==> src/rtl/lsu_pkg.sv <==
// Shared types and helpers for the load/store unit: op encodings, FSM states,
// byte-lane geometry and alignment rules.
package lsu_pkg;

  localparam int WORD_W = 32;
  localparam int BYTE_W = 8;
  localparam int HALF_W = 16;

  // Big-endian lane offsets: the byte at offset 0 is the most significant.
  localparam logic [1:0] LANE_B0   = 2'd0;
  localparam logic [1:0] LANE_B1   = 2'd1;
  localparam logic [1:0] LANE_B2   = 2'd2;
  localparam logic [1:0] LANE_B3   = 2'd3;

  typedef enum logic [2:0] {
    OP_LB  = 3'b000,
    OP_LH  = 3'b001,
    OP_LW  = 3'b010,
    OP_SW  = 3'b011,
    OP_LBU = 3'b100,
    OP_LHU = 3'b101,
    OP_SB  = 3'b110,
    OP_SH  = 3'b111
  } lsu_op_e;

  typedef enum logic [1:0] {
    ST_IDLE,
    ST_LOAD_RSP,
    ST_MERGE
  } lsu_state_e;

  function automatic logic is_load(input lsu_op_e op);
    return op inside {OP_LB, OP_LH, OP_LW, OP_LBU, OP_LHU};
  endfunction

  function automatic logic is_subword(input lsu_op_e op);
    return !(op inside {OP_LW, OP_SW});
  endfunction

  function automatic logic is_half(input lsu_op_e op);
    return op inside {OP_LH, OP_LHU, OP_SH};
  endfunction

  function automatic logic is_misaligned(input lsu_op_e op, input logic [1:0] off);
    return (is_half(op) && off[0]) || (!is_subword(op) && (off != 2'b00));
  endfunction

  // Offset actually used for the access: halfwords drop bit 0, words drop both.
  function automatic logic [1:0] align_offset(input lsu_op_e op, input logic [1:0] off);
    if (!is_subword(op)) return 2'b00;
    if (is_half(op))     return {off[1], 1'b0};
    return off;
  endfunction

endpackage

==> src/rtl/lsu_extend.sv <==
// Load lane extraction: picks the big-endian byte/halfword lane out of a memory
// word and sign- or zero-extends it according to the load op.
module lsu_extend
  import lsu_pkg::*;
(
  input  logic [WORD_W-1:0] word,
  input  logic [1:0]        offset,
  input  lsu_op_e           op,
  output logic [WORD_W-1:0] ext
);

  logic [BYTE_W-1:0] byte_v;
  logic [HALF_W-1:0] half_v;

  // NOTE: every combinational output gets a default first so no path leaves it unassigned (no latch).
  always_comb begin
    byte_v = word[31:24];
    unique case (offset)
      LANE_B0: byte_v = word[31:24];
      LANE_B1: byte_v = word[23:16];
      LANE_B2: byte_v = word[15:8];
      LANE_B3: byte_v = word[7:0];
    endcase
    half_v = offset[1] ? word[15:0] : word[31:16];
  end

  always_comb begin
    ext = word;
    unique case (op)
      OP_LB:   ext = {{(WORD_W-BYTE_W){byte_v[BYTE_W-1]}}, byte_v};
      OP_LBU:  ext = {{(WORD_W-BYTE_W){1'b0}}, byte_v};
      OP_LH:   ext = {{(WORD_W-HALF_W){half_v[HALF_W-1]}}, half_v};
      OP_LHU:  ext = {{(WORD_W-HALF_W){1'b0}}, half_v};
      default: ext = word;
    endcase
  end

endmodule

==> src/rtl/load_store_unit.sv <==
// MIPS load/store unit between EX/MEM and a big-endian synchronous-read memory.
// Define LSU_MISALIGN_TRAP_EN to suppress and flag misaligned accesses instead of aligning them down.
module load_store_unit
  import lsu_pkg::*;
#(
  parameter int ADDR_SIZE  = 32,
  parameter int WORD_WIDTH = 32
) (
  input  logic                  clk,
  input  logic                  rst,
  input  logic                  req_valid,
  input  logic [2:0]            req_op,
  input  logic [ADDR_SIZE-1:0]  req_addr,
  input  logic [WORD_WIDTH-1:0] req_wdata,
  output logic                  mem_read,
  output logic                  mem_write,
  output logic [ADDR_SIZE-1:0]  mem_addr,
  output logic [WORD_WIDTH-1:0] mem_wdata,
  input  logic [WORD_WIDTH-1:0] mem_rdata,
  output logic                  stall,
  output logic                  load_valid,
  output logic [WORD_WIDTH-1:0] load_data,
  output logic                  misalign_err
);

  lsu_state_e            state;
  lsu_op_e               op_q;
  logic [1:0]            off_q;
  logic [ADDR_SIZE-1:0]  waddr_q;
  logic [WORD_WIDTH-1:0] wdata_q;
  logic [WORD_WIDTH-1:0] load_data_q;
  logic [WORD_WIDTH-1:0] ext_word;
  logic [WORD_WIDTH-1:0] merged;

  lsu_op_e              op_in;
  logic                 misaligned;
  logic                 accept;
  logic [ADDR_SIZE-1:0] req_waddr;

  assign op_in     = lsu_op_e'(req_op);
  assign req_waddr = {req_addr[ADDR_SIZE-1:2], 2'b00};

`ifdef LSU_MISALIGN_TRAP_EN
  assign misaligned = req_valid && is_misaligned(op_in, req_addr[1:0]);
`else
  assign misaligned = 1'b0;
`endif

  assign accept = (state == ST_IDLE) && req_valid && !misaligned;

  lsu_extend u_extend (
    .word   (mem_rdata),
    .offset (off_q),
    .op     (op_q),
    .ext    (ext_word)
  );

  // Memory data arrives during LOAD_RSP, so the result is forwarded that cycle and held afterwards.
  assign load_data = load_valid ? ext_word : load_data_q;

  always_comb begin
    merged = mem_rdata;
    if (op_q == OP_SB) begin
      unique case (off_q)
        LANE_B0: merged[31:24] = wdata_q[7:0];
        LANE_B1: merged[23:16] = wdata_q[7:0];
        LANE_B2: merged[15:8]  = wdata_q[7:0];
        LANE_B3: merged[7:0]   = wdata_q[7:0];
      endcase
    end else if (off_q[1]) begin
      merged[15:0] = wdata_q[15:0];
    end else begin
      merged[31:16] = wdata_q[15:0];
    end
  end

  always_comb begin
    mem_read     = 1'b0;
    mem_write    = 1'b0;
    mem_addr     = req_waddr;
    mem_wdata    = req_wdata;
    stall        = 1'b0;
    misalign_err = 1'b0;
    unique case (state)
      ST_IDLE: begin
        if (req_valid) begin
          if (misaligned) begin
            misalign_err = 1'b1;
          end else if (op_in == OP_SW) begin
            mem_write = 1'b1;
          end else begin
            mem_read = 1'b1;
            stall    = 1'b1;
          end
        end
      end
      ST_LOAD_RSP: mem_addr = waddr_q;
      ST_MERGE: begin
        mem_addr  = waddr_q;
        mem_write = 1'b1;
        mem_wdata = merged;
      end
      default: ;
    endcase
  end

  // NOTE: sequential state uses non-blocking assignments and resets asynchronously to a known IDLE.
  always_ff @(posedge clk or posedge rst) begin
    if (rst) begin
      state       <= ST_IDLE;
      op_q        <= OP_LB;
      off_q       <= 2'b00;
      waddr_q     <= '0;
      wdata_q     <= '0;
      load_valid  <= 1'b0;
      load_data_q <= '0;
    end else begin
      load_valid <= 1'b0;
      unique case (state)
        ST_IDLE: begin
          if (accept) begin
            op_q    <= op_in;
            off_q   <= align_offset(op_in, req_addr[1:0]);
            waddr_q <= req_waddr;
            wdata_q <= req_wdata;
            if (is_load(op_in)) begin
              state      <= ST_LOAD_RSP;
              load_valid <= 1'b1;
            end else if (is_subword(op_in)) begin
              state <= ST_MERGE;
            end
          end
        end
        ST_LOAD_RSP: begin
          load_data_q <= ext_word;
          state       <= ST_IDLE;
        end
        ST_MERGE: state <= ST_IDLE;
        default:  state <= ST_IDLE;
      endcase
    end
  end

endmodule

==> config.mk <==
export PLATFORM = sky130hd
export DESIGN_NAME = load_store_unit
export DESIGN_NICKNAME = d
export VERILOG_FILES = /design/src/rtl/lsu_pkg.sv /design/src/rtl/lsu_extend.sv /design/src/rtl/load_store_unit.sv
export SDC_FILE = /design/constraint.sdc
export NUM_CORES = 1
export LEC_CHECK = 0
export BUFFER_PORTS_ARGS = -buffer_cell sky130_fd_sc_hd__clkbuf_2
export CAP_MARGIN = 15
export CORE_ASPECT_RATIO = 1.75
export CORE_MARGIN = 2
export CORE_UTILIZATION = 47
export CTS_BUF_LIST = sky130_fd_sc_hd__clkbuf_4 sky130_fd_sc_hd__clkbuf_8
export DETAILED_ROUTE_END_ITERATION = 10
export PLACE_DENSITY = 0.77
export RECOVER_POWER = 25
export SYNTH_ARGS = -nofsm -noshare
export SYNTH_HDL_FRONTEND = slang
export SYNTH_SLANG_ARGS = --single-unit
export TNS_END_PERCENT = 50
==> constraint.sdc <==
create_clock -name clk -period 2.8 [get_ports clk]
set_input_delay 0.56 -clock clk [delete_from_list [all_inputs] [get_ports clk]]
set_output_delay 0.56 -clock clk [all_outputs]
set_load 0.05 [all_outputs]
==> impl_metrics.toml, run 1 <==
[setup_path]
cp-start-kind = "flip-flop"
r2r-end = "load_data_q[31]"
path_max_fanout = 16
path_class = "flip-flop to output pin"
path_cells = "nand2b_1 -> mux2i_1 -> a21boi_4 -> buf_12 -> a21oi_1 -> clkbuf_2"
worstSetupEndpointType = "output pin"
r2r_cells = 4
reg2reg_slack_ns = 0.76
crit_slowest_cell = "dfrtp_2"
worst-endpoint-arrival_ns = 2.23
reg2reg_from = "off_q[1]"
slowest_delay_ns = 0.51
required_ns = 2.24

[power]
p_seq_frac = 0.236
combPwrFrac = 0.656
ir_drop_mv = 0.768
p_leak_nw = 3.46
switching_power_mw = 4.85
power_per_cell_area_mw_per_mm2 = 1270
clkPwrFrac = 0.107
internal_power_mw = 4.55
swShare = 0.516

[cells_and_area]
final_layout_size_suffix_gt1_frac = 0.483
antennaDiodeCount = 0
finalNonFillerCells = 914
fillers = 954
nets = 879
areaGrowthSynthToFinish_pct = 34.1

[clock_network]
h-tree-depth = 3
clockBufferDepth = 2
cts_tree = "built"
clock-sinks = 86
clk_pin_slew_worst_paths_ns = 0.09
clock_latency_ns = 0.37
numCtsBuffers = 9
clock-root-buffer = "clkbuf_8"

[yosys]
synthAdderAreaFrac = 0.00682
synth.area.top_cells = "dfrtp_1 (39%), mux2_2 (17%), a21oi_1 (8.0%), mux2i_1 (4.9%), nor2_1 (4.7%)"
yosysTopAreaCell = "dfrtp_1"
synth_compound_area_frac = 0.201
syn_avg_cell_area_um2 = 9.35
synthArstFlopShare = 1.00
ys_seq_elements = 86
synth_mux_area_frac = 0.219
synth_cells = 589
synth_top_area_frac = 0.391
synth_top_family_by_area = "multiplexers"
ys_seq_area_frac = 0.391
syn_area_mm2 = 0.00551
synth.distinct_cells = 48
synth-edff-count = 0
synth_xor_area_frac = 0
synthTopCellsByCount = "a21oi_1 (88), dfrtp_1 (86), mux2_2 (81), nor2_1 (69), nand2_1 (37)"
synth_warnings = 0
synth_ff_type = "dfrtp_1"
synth_most_common_cell = "a21oi_1"
synth_simple_gate_area_frac = 0.134

[sta]
finClkSkew_ns = 0.00582
worstMarginPinSlew_ns = 2.15
max_slew_margin = -0.436
slew_viol_final = 87
max_clock_freq_ghz = 0.358
period_needed_ns = 2.79
setup_tns_ns = 0
hold_violations = 0
rsz0062_at_grt = "true"
setup_violations = 0
timing.final.crit_share = 0.997

[die]
die_x_um = 85.8
io_pins = 203
core_mm2 = 0.0115
die-area_mm2 = 0.0126
num_rows = 52
dieHeight_um = 147
start_util = 0.478

[grt]
grt.total_usage = 0.292
grt_pass1_wl_um = 28600
antenna_found_initial = 0
grt-ovfl-total = 0
grt_pass1_vias = 5407
grt_max_degree = 87

[placement]
dpl.cell_count = 897
io_buffers = 199
routabilityCongestion = 0.937
place_hpwl_um = 14000

[route]
vias = 5483
drtPass1Iterations = 8
routed_via_density = 6.00
first_iter_violations = 365
ant_nets = 0
wl_per_cell_um = 20.5
drc = 9
finalWirelength_um = 18700

[flow_run]
cap_violations = 1

[min_path]
holdPathStages = 2
worstHoldStart = "req_op[1]"
hold_end = "state[0]"
holdCritPathClass = "input pin to flip-flop"

[status]
outcome = "finished with violations"
violations = "DRC, capacitance limit, slew limit"
## worst max-delay path by stage
| stage | start | end | slack [ns] | cells past startpoint |
|---|---|---|---|---|
| final | op_q[0] | load_data[31] | 0.007 | 6 |
| after global routing | op_q[0] | load_data[18] | -0.06 | 6 |
| after global placement | mem_rdata[15] | load_data[17] | 0.19 | 6 |
| after floorplan | off_q[1] | load_data[10] | -0.19 | 6 |
| after CTS | op_q[1] | load_data[11] | -0.06 | 5 |
| after detailed placement | mem_rdata[7] | load_data[31] | 0.05 | 6 |
## layout by cell type, fill, tap and decap left out, types with 3 or more instances in the layout
cell | synthesis | final
clkbuf_2 | 1 | 169
dfrtp_1 | 86 | 82
mux2_2 | 81 | 81
a21oi_1 | 88 | 81
nor2_1 | 69 | 66
nand2_1 | 37 | 34
mux2i_1 | 27 | 27
buf_12 | 0 | 27
buf_4 | 8 | 23
nor2b_1 | 17 | 16
o22ai_1 | 16 | 16
o211ai_1 | 15 | 15
a221oi_1 | 20 | 13
o21ai_0 | 12 | 12
clkbuf_8 | 0 | 10
or2_2 | 9 | 9
a221oi_2 | 1 | 8
a21oi_2 | 0 | 7
or3b_2 | 7 | 7
and3_1 | 7 | 7
a31oi_1 | 8 | 6
inv_1 | 6 | 5
dfrtp_2 | 0 | 4
nand2_2 | 0 | 3
nor2_2 | 1 | 3
conb_1 | 1 | 3
buf_2 | 12 | 3
## critical path, delay by kind of cell, from the launching register on
family,cells,cell delay (ns)
buffers and inverters,2,0.47
flip-flops,1,0.51
multiplexers,1,0.42
AO/OA/AOI/OAI,2,0.26
AND/OR/NAND/NOR,1,0.21
## final cells by class
type / instances / area [um^2] / share of cell area
inverters: 8 / 35.0 / 0.00474
clock inverters: 5 / 81.3 / 0.0110
clock buffers: 11 / 145 / 0.0197
repair buffers: 223 / 1590 / 0.215
multi-input cells: 446 / 3210 / 0.435
well taps: 135 / 169 / 0.0229
flip-flops and latches: 86 / 2160 / 0.292
## per-layer routing
layer / up-vias / routed length (um) / global-route usage
li1: 2505 / - / -
met1: 2649 / 6710 / 0.341
met4: 0 / 819 / 0.144
met5: - / 0 / 0
met3: 60 / 1400 / 0.0601
met2: 269 / 9780 / 0.503
## flip-flops by register name, indices dropped and copies added (netlist names)
| signal | flops |
|---|---|
| load_data_q | 32 |
| state | 2 |
| off_q | 2 |
| wdata_q | 16 |
| waddr_q | 30 |
| load_valid | 1 |
| op_q | 3 |
## logic make-up (layout without fill, tap and decap cells)
kind of cell,after synthesis,in the layout
buffers and inverters,59,247
multiplexers,109,109
other,1,3
AND/OR/NAND/NOR,156,156
adder cells (fa/ha/maj),3,3
flip-flops,86,86
AO/OA/AOI/OAI,175,175
## repair_timing
item | CTS | global route
buffers inserted | 1 | 0
pin swaps | 1 | 2
hold buffers | 0 | 0
setup endpoints to repair | 39 | 48
gates resized for setup | 11 | 31
## power by group through the flow
stage                     Combinational (mW)  Clock [mW]  Sequential, mW
after floorplan                         4.46           0            2.04
after CTS                               6.09        1.02            2.20
after global placement                  5.91           0            2.17
after detailed placement                6.02           0            2.21
final                                   6.17        1.01            2.22
after global routing                    6.52        1.07            2.29
## per-stage QoR
stage	hold WS [ns]	worst slack (ns)	util	instance area [um^2]	total power, mW
2_1_floorplan	0.474	-0.190	-	5520	6.50
3_3_place_gp	0.481	0.187	0.610	7020	8.07
3_5_place_dp	0.489	0.0511	0.610	7020	8.23
4_1_cts	0.275	-0.0556	0.635	7310	9.30
5_1_grt	0.424	-0.0578	0.641	7380	9.88
6_report	0.428	0.00701	0.641	7380	9.40
Power figures use the tool's default switching activity.
==> run 2: changes to the inputs <==
Settings changed: CORE_ASPECT_RATIO 1.75 to unset, CTS_BUF_LIST sky130_fd_sc_hd__clkbuf_4 sky130_fd_sc_hd__clkbuf_8 to sky130_fd_sc_hd__clkbuf_8.
==> run 2 against run 1 <==
Effect of this change: the run ends with capacitance limit, slew limit left; global-route usage decreased by 0.63 points; maximum frequency is 1.5% higher; non-clock buffer count is 5 higher; worst setup slack better by 0.040 ns; first-iteration DRC count rose by 24%; critical path depth unchanged.
==> impl_metrics.toml, run 2 (synthesis gave the netlist of run 1 again) <==
[setup_path]
crit_slowest_cell = "dfrtp_2"
cp-start-kind = "flip-flop"
slowest_delay_ns = 0.47
crit_buf_inv = 2
path_class = "flip-flop to output pin"
required_ns = 2.24
path_cells = "buf_6 -> or2_2 -> o211ai_1 -> nor3_1 -> a21oi_1 -> clkbuf_4"
path_max_fanout = 12
reg2reg_slack_ns = 0.85
cp_top_family = "flip-flops"
worstSetupEndpointType = "output pin"
worst-endpoint-arrival_ns = 2.19

[grt]
grt_pass1_wl_um = 28500
grt_pass1_vias = 5269
grt_max_degree = 56
grt.total_usage = 0.286
antenna_found_initial = 0
grt-ovfl-total = 0

[route]
wl_per_cell_um = 19.9
ant_nets = 0
vias = 5486
finalWirelength_um = 18400
drtPass1Iterations = 5
first_iter_violations = 453
routed_via_density = 5.92
drc = 0

[clock_network]
cts_hold_buf = 0
h-tree-depth = 3
cts_tree = "built"
clk_pin_slew_worst_paths_ns = 0.09
numCtsBuffers = 9
clockBufferDepth = 2
clock-sinks = 86
clock_latency_ns = 0.37
clock-root-buffer = "clkbuf_8"

[cells_and_area]
max_flop_register = "load_data_q"
fillers = 908
final_cell_mix = "clkbuf_2 (172), a21oi_1 (87), mux2_2 (81), dfrtp_1 (81), nor2_1 (67)"
top_regs = "load_data_q x32, waddr_q x30, wdata_q x16"
utilization = 0.652
largest_reg_flops = 32
nets = 884
final_common_cell = "clkbuf_2"
antennaDiodeCount = 0
final_layout_size_suffix_gt1_frac = 0.489
areaGrowthSynthToFinish_pct = 35.2

[power]
ir_drop_mv = 0.862
combPwrFrac = 0.660
clkPwrFrac = 0.105
p_seq_frac = 0.235
p_leak_nw = 3.48
swShare = 0.515
switching_power_mw = 4.87
power_per_cell_area_mw_per_mm2 = 1270
internal_power_mw = 4.59

[die]
die-area_mm2 = 0.0126
dieHeight_um = 112
core_mm2 = 0.0114
num_rows = 39
io_pins = 203
start_util = 0.482
die_x_um = 112

[sta]
max_clock_freq_ghz = 0.363
rsz0062_at_grt = "true"
finClkSkew_ns = 0.00622
setup_violations = 0
hold_violations = 0
max_slew_margin = -0.294
setup_tns_ns = 0
slew_viol_final = 42
period_needed_ns = 2.75
timing.final.crit_share = 0.983
worstMarginPinSlew_ns = 1.93
fin_ws_ns = 0.0475

[placement]
pre_cts_slack_ns = 0.109
place_hpwl_um = 13900
routabilityCongestion = 0.959
io_buffers = 199

[status]
violations = "capacitance limit, slew limit"
outcome = "finished with violations"

[min_path]
holdCritPathClass = "input pin to flip-flop"

[flow_run]
cap_violations = 1
==> run 2: power by group through the flow <==
stage	sequential, mW	combinational (mW)	clock [mW]
6_report	2.22	6.25	0.995
5_1_grt	2.28	6.61	1.06
4_1_cts	2.19	6.10	1.01
3_5_place_dp	2.21	6.04	0
3_3_place_gp	2.17	5.94	0
2_1_floorplan	2.04	4.46	0
==> run 2: final cells by class <==
| class | count | area (um^2) | area share |
|---|---|---|---|
| well taps | 143 | 179 | 0.0240 |
| clock inverters | 6 | 85.1 | 0.0114 |
| inverters | 8 | 35.0 | 0.00471 |
| multi-input cells | 446 | 3260 | 0.437 |
| clock buffers | 10 | 138 | 0.0185 |
| repair buffers | 228 | 1590 | 0.214 |
| flip-flops and latches | 86 | 2160 | 0.290 |
==> run 2: stage by stage <==
step / hold slack, ns / power, mW / cell area [um^2] / cells
final: 0.429 / 9.46 / 7440 / 927
after global routing: 0.425 / 9.95 / 7440 / 927
after CTS: 0.301 / 9.29 / 7300 / 926
after detailed placement: 0.491 / 8.24 / 7030 / 910
after global placement: 0.482 / 8.12 / 7030 / 910
after floorplan: 0.474 / 6.50 / 5520 / 591
==> run 2: final timing paths <==
check	startpoint	endpoint	cells past startpoint
setup / recovery	off_q[1]	load_data[7]	6
hold / removal	req_op[1]	state[0]	2
hold reg to reg	load_data_q[15]	load_data_q[15]	1
min in group asynchronous	rst	waddr_q[11]	2
setup reg to reg	state[1]	load_data_q[18]	5
max in group asynchronous	rst	op_q[2]	3
==> run 2: worst reg2reg max path, stage by stage (launching register included) <==
cell and delay [ns]:
dfrtp_1 0.39, inv_1 0.12, ha_1 0.25, buf_4 0.26, a21boi_2 0.62, a21oi_1 0.17
==> run 2: layer usage <==
layer	vias up	global-route usage	wire length (um)
li1	2528	-	-
met1	2625	0.382	7600
met2	296	0.459	8460
met3	37	0.0778	1860
met4	0	0.0829	490
met5	-	0	0
==> run 2: timing repair <==
action | in CTS | in global routing
setup buffers | 0 | 1
pin swaps | 0 | 1
gates resized for setup | 11 | 31
gates cloned | 0 | 0
setup endpoints to repair | 28 | 50
endpoints found under the hold margin | 0 | 0
==> run 3: changes to the inputs <==
Settings changed: ABC_AREA set to 1, CORE_UTILIZATION 47 to 48.
==> run 3 against run 2 <==
Effect of this change: the flow finishes with violations (capacitance limit); total power down 21%; combinational power down 27%; synthesized area grew 11%; hold slack got worse by 0.0019 ns; clock skew increased by 0.0039 ns; worst setup slack improved by 0.053 ns; sequential power decreased by 11%; critical path depth grew 3; maximum frequency up 1.9%; via count rose by 23%; sequential cell count stayed put; highest routed layer unchanged.
==> impl_metrics.toml, run 3 <==
[grt]
grt-ovfl-total = 0
grt_pass1_wl_um = 29600
grt_max_degree = 79
grt.total_usage = 0.281
antenna_found_initial = 0
grt_pass1_vias = 6022

[clock_network]
clock-sinks = 86
h-tree-depth = 3
clock_latency_ns = 0.37
clockBufferDepth = 2
numCtsBuffers = 9
clk_pin_slew_worst_paths_ns = 0.09
clock-root-buffer = "clkbuf_8"
cts_hold_buf = 0
cts_tree = "built"

[placement]
routabilityCongestion = 0.898
dpl.cell_count = 1280
io_buffers = 199
place_hpwl_um = 14600

[die]
core_mm2 = 0.0125
start_util = 0.489
dieHeight_um = 117
die-area_mm2 = 0.0137
io_pins = 203
die_x_um = 117
num_rows = 41

[power]
p_leak_nw = 4.22
power_per_cell_area_mw_per_mm2 = 989
ir_drop_mv = 0.627
total_power_mw = 7.52

[sta]
setup_violations = 0
hold_violations = 0
period_needed_ns = 2.70
slew_viol_final = 0
max_slew_margin = 0.0200
timing.final.crit_share = 0.964
worstMarginPinSlew_ns = 1.46
max_clock_freq_ghz = 0.370
rsz0062_at_grt = "true"
finClkSkew_ns = 0.0101

[cells_and_area]
final_cell_mix = "nand2_1 (381), clkbuf_2 (179), o21ai_0 (142), inv_1 (95), dfrtp_1 (85)"
final_common_cell = "nand2_1"
final_layout_size_suffix_gt1_frac = 0.241
max_flop_register = "load_data_q"
top_regs = "load_data_q x32, waddr_q x30, wdata_q x16"
nets = 1227
largest_reg_flops = 32
antennaDiodeCount = 0
finalNonFillerCells = 1299
multiInputGateArea_mm2 = 0.00330
areaGrowthSynthToFinish_pct = 24.1
regArea_mm2 = 0.00215
fillers = 1268

[setup_path]
path_max_fanout = 16
required_ns = 2.24
slowest_delay_ns = 0.45
crit_path_frequent_cell = "nand2_1"
worstSetupEndpointType = "output pin"
path_class = "flip-flop to output pin"
crit_slowest_cell = "dfrtp_2"
worst-endpoint-arrival_ns = 2.14
path_cells = "inv_2 -> nor2_1 -> nor2_2 -> buf_4 -> nand3_4 -> nand3_2 -> nand2_1 -> nand2_1 -> clkbuf_2"
cp-start-kind = "flip-flop"

[min_path]
holdCritPathClass = "input pin to flip-flop"

[yosys]
synth.distinct_cells = 29
syn_area_mm2 = 0.00612
synth_top_area_frac = 0.351
ys_seq_elements = 86
syn_avg_cell_area_um2 = 6.41
synth_warnings = 0
synthArstFlopShare = 1.00
synth_most_common_cell = "nand2_1"
synth_cells = 955
synthTopCellsByCount = "nand2_1 (384), o21ai_0 (142), inv_1 (93), dfrtp_1 (86), clkbuf_1 (38)"
ys_seq_area_frac = 0.351
yosysTopAreaCell = "dfrtp_1"
synth-edff-count = 0
synth.area.top_cells = "dfrtp_1 (35%), nand2_1 (24%), o21ai_0 (12%), inv_1 (5.7%), o211ai_1 (3.7%)"
synth_ff_type = "dfrtp_1"

[route]
wl_per_cell_um = 14.6
routed_via_density = 5.19
finalWirelength_um = 18900
first_iter_violations = 647
drc = 0
drtPass1Iterations = 6
ant_nets = 0
vias = 6746

[status]
outcome = "finished with violations"
violations = "capacitance limit"

[flow_run]
cap_violations = 1
## run 3: cell types whose count changed in the layout (fill, tap and decap cells not counted), moves of 23 or more
| cell | previous run | this run |
|---|---|---|
| nor2_1 | 67 | 14 |
| nand3_1 | 1 | 35 |
| a21oi_1 | 87 | 35 |
| nand2_1 | 36 | 381 |
| o21ai_0 | 12 | 142 |
| inv_1 | 6 | 95 |
| mux2_2 | 81 | 0 |
| mux2i_1 | 23 | 0 |
## run 3: per-stage QoR
step                      utilization  hold WS (ns)  setup TNS (ns)  instance area (um^2)  worst slack, ns
after global placement          0.583         0.461               0                  7300            0.296
after floorplan                     -         0.449               0                  6130           0.0182
after CTS                       0.601         0.194               0                  7530           0.0196
final                           0.607         0.427               0                  7600            0.100
after detailed placement        0.583         0.465               0                  7300            0.236
after global routing            0.607         0.433       -0.000829                  7600        -0.000829
## run 3: repair_timing
item | CTS | global route
setup buffers | 0 | 3
pin swaps | 0 | 2
resized for setup | 3 | 22
gates cloned | 0 | 0
endpoints found under the setup margin | 20 | 51
## run 3: metal layers
metal | share of wire | track usage | wire length (um) | vias to the layer above
met4 | 0.030 | 0.107 | 570 | 0
met5 | 0 | 0 | 0 | -
met3 | 0.088 | 0.0700 | 1670 | 36
met2 | 0.47 | 0.464 | 8890 | 299
met1 | 0.41 | 0.356 | 7780 | 3022
li1 | - | - | - | 3389
## run 3: critical path, delay by kind of cell, from the launching register on
| kind | cells | cell delay, ns |
|---|---|---|
| simple gates | 6 | 0.76 |
| buf+inv | 3 | 0.55 |
| flops | 1 | 0.45 |
## run 3: final cells by class
| cell class | count | area share |
|---|---|---|
| Timing Repair Buffer | 220 | 0.176 |
| Multi-Input combinational cell | 705 | 0.434 |
| Tap cell | 172 | 0.0283 |
| Clock inverter | 6 | 0.0104 |
| Clock buffer | 10 | 0.0181 |
| Sequential cell | 86 | 0.283 |
| Inverter | 100 | 0.0496 |
## run 3: final timing paths
| kind | slack (ns) | end | depth (start not counted) | startpoint |
|---|---|---|---|---|
| max | 0.10 | load_data[28] | 9 | off_q[1] |
| min | 0.43 | waddr_q[13] | 3 | req_addr[13] |
| max reg2reg | 0.89 | wdata_q[3] | 5 | state[0] |
| min reg2reg | 0.49 | load_data_q[26] | 2 | load_data_q[26] |
| max in group asynchronous | 1.43 | wdata_q[14] | 3 | rst |
| min in group asynchronous | 0.49 | waddr_q[15] | 2 | rst |
## run 3: cell families after synthesis
family,synth area share
simple gates,0.330
flops,0.351
other cells,0.000612
fa+ha+maj,0.00613
buf+inv,0.115
compound gates,0.197
## run 3: report_power, final
part	leakage (nW)	total, mW	switching (mW)	internal [mW]
registers	1.07	1.98	0.294	1.69
clock network	0.116	0.958	0.441	0.517
logic	3.03	4.58	3.36	1.22
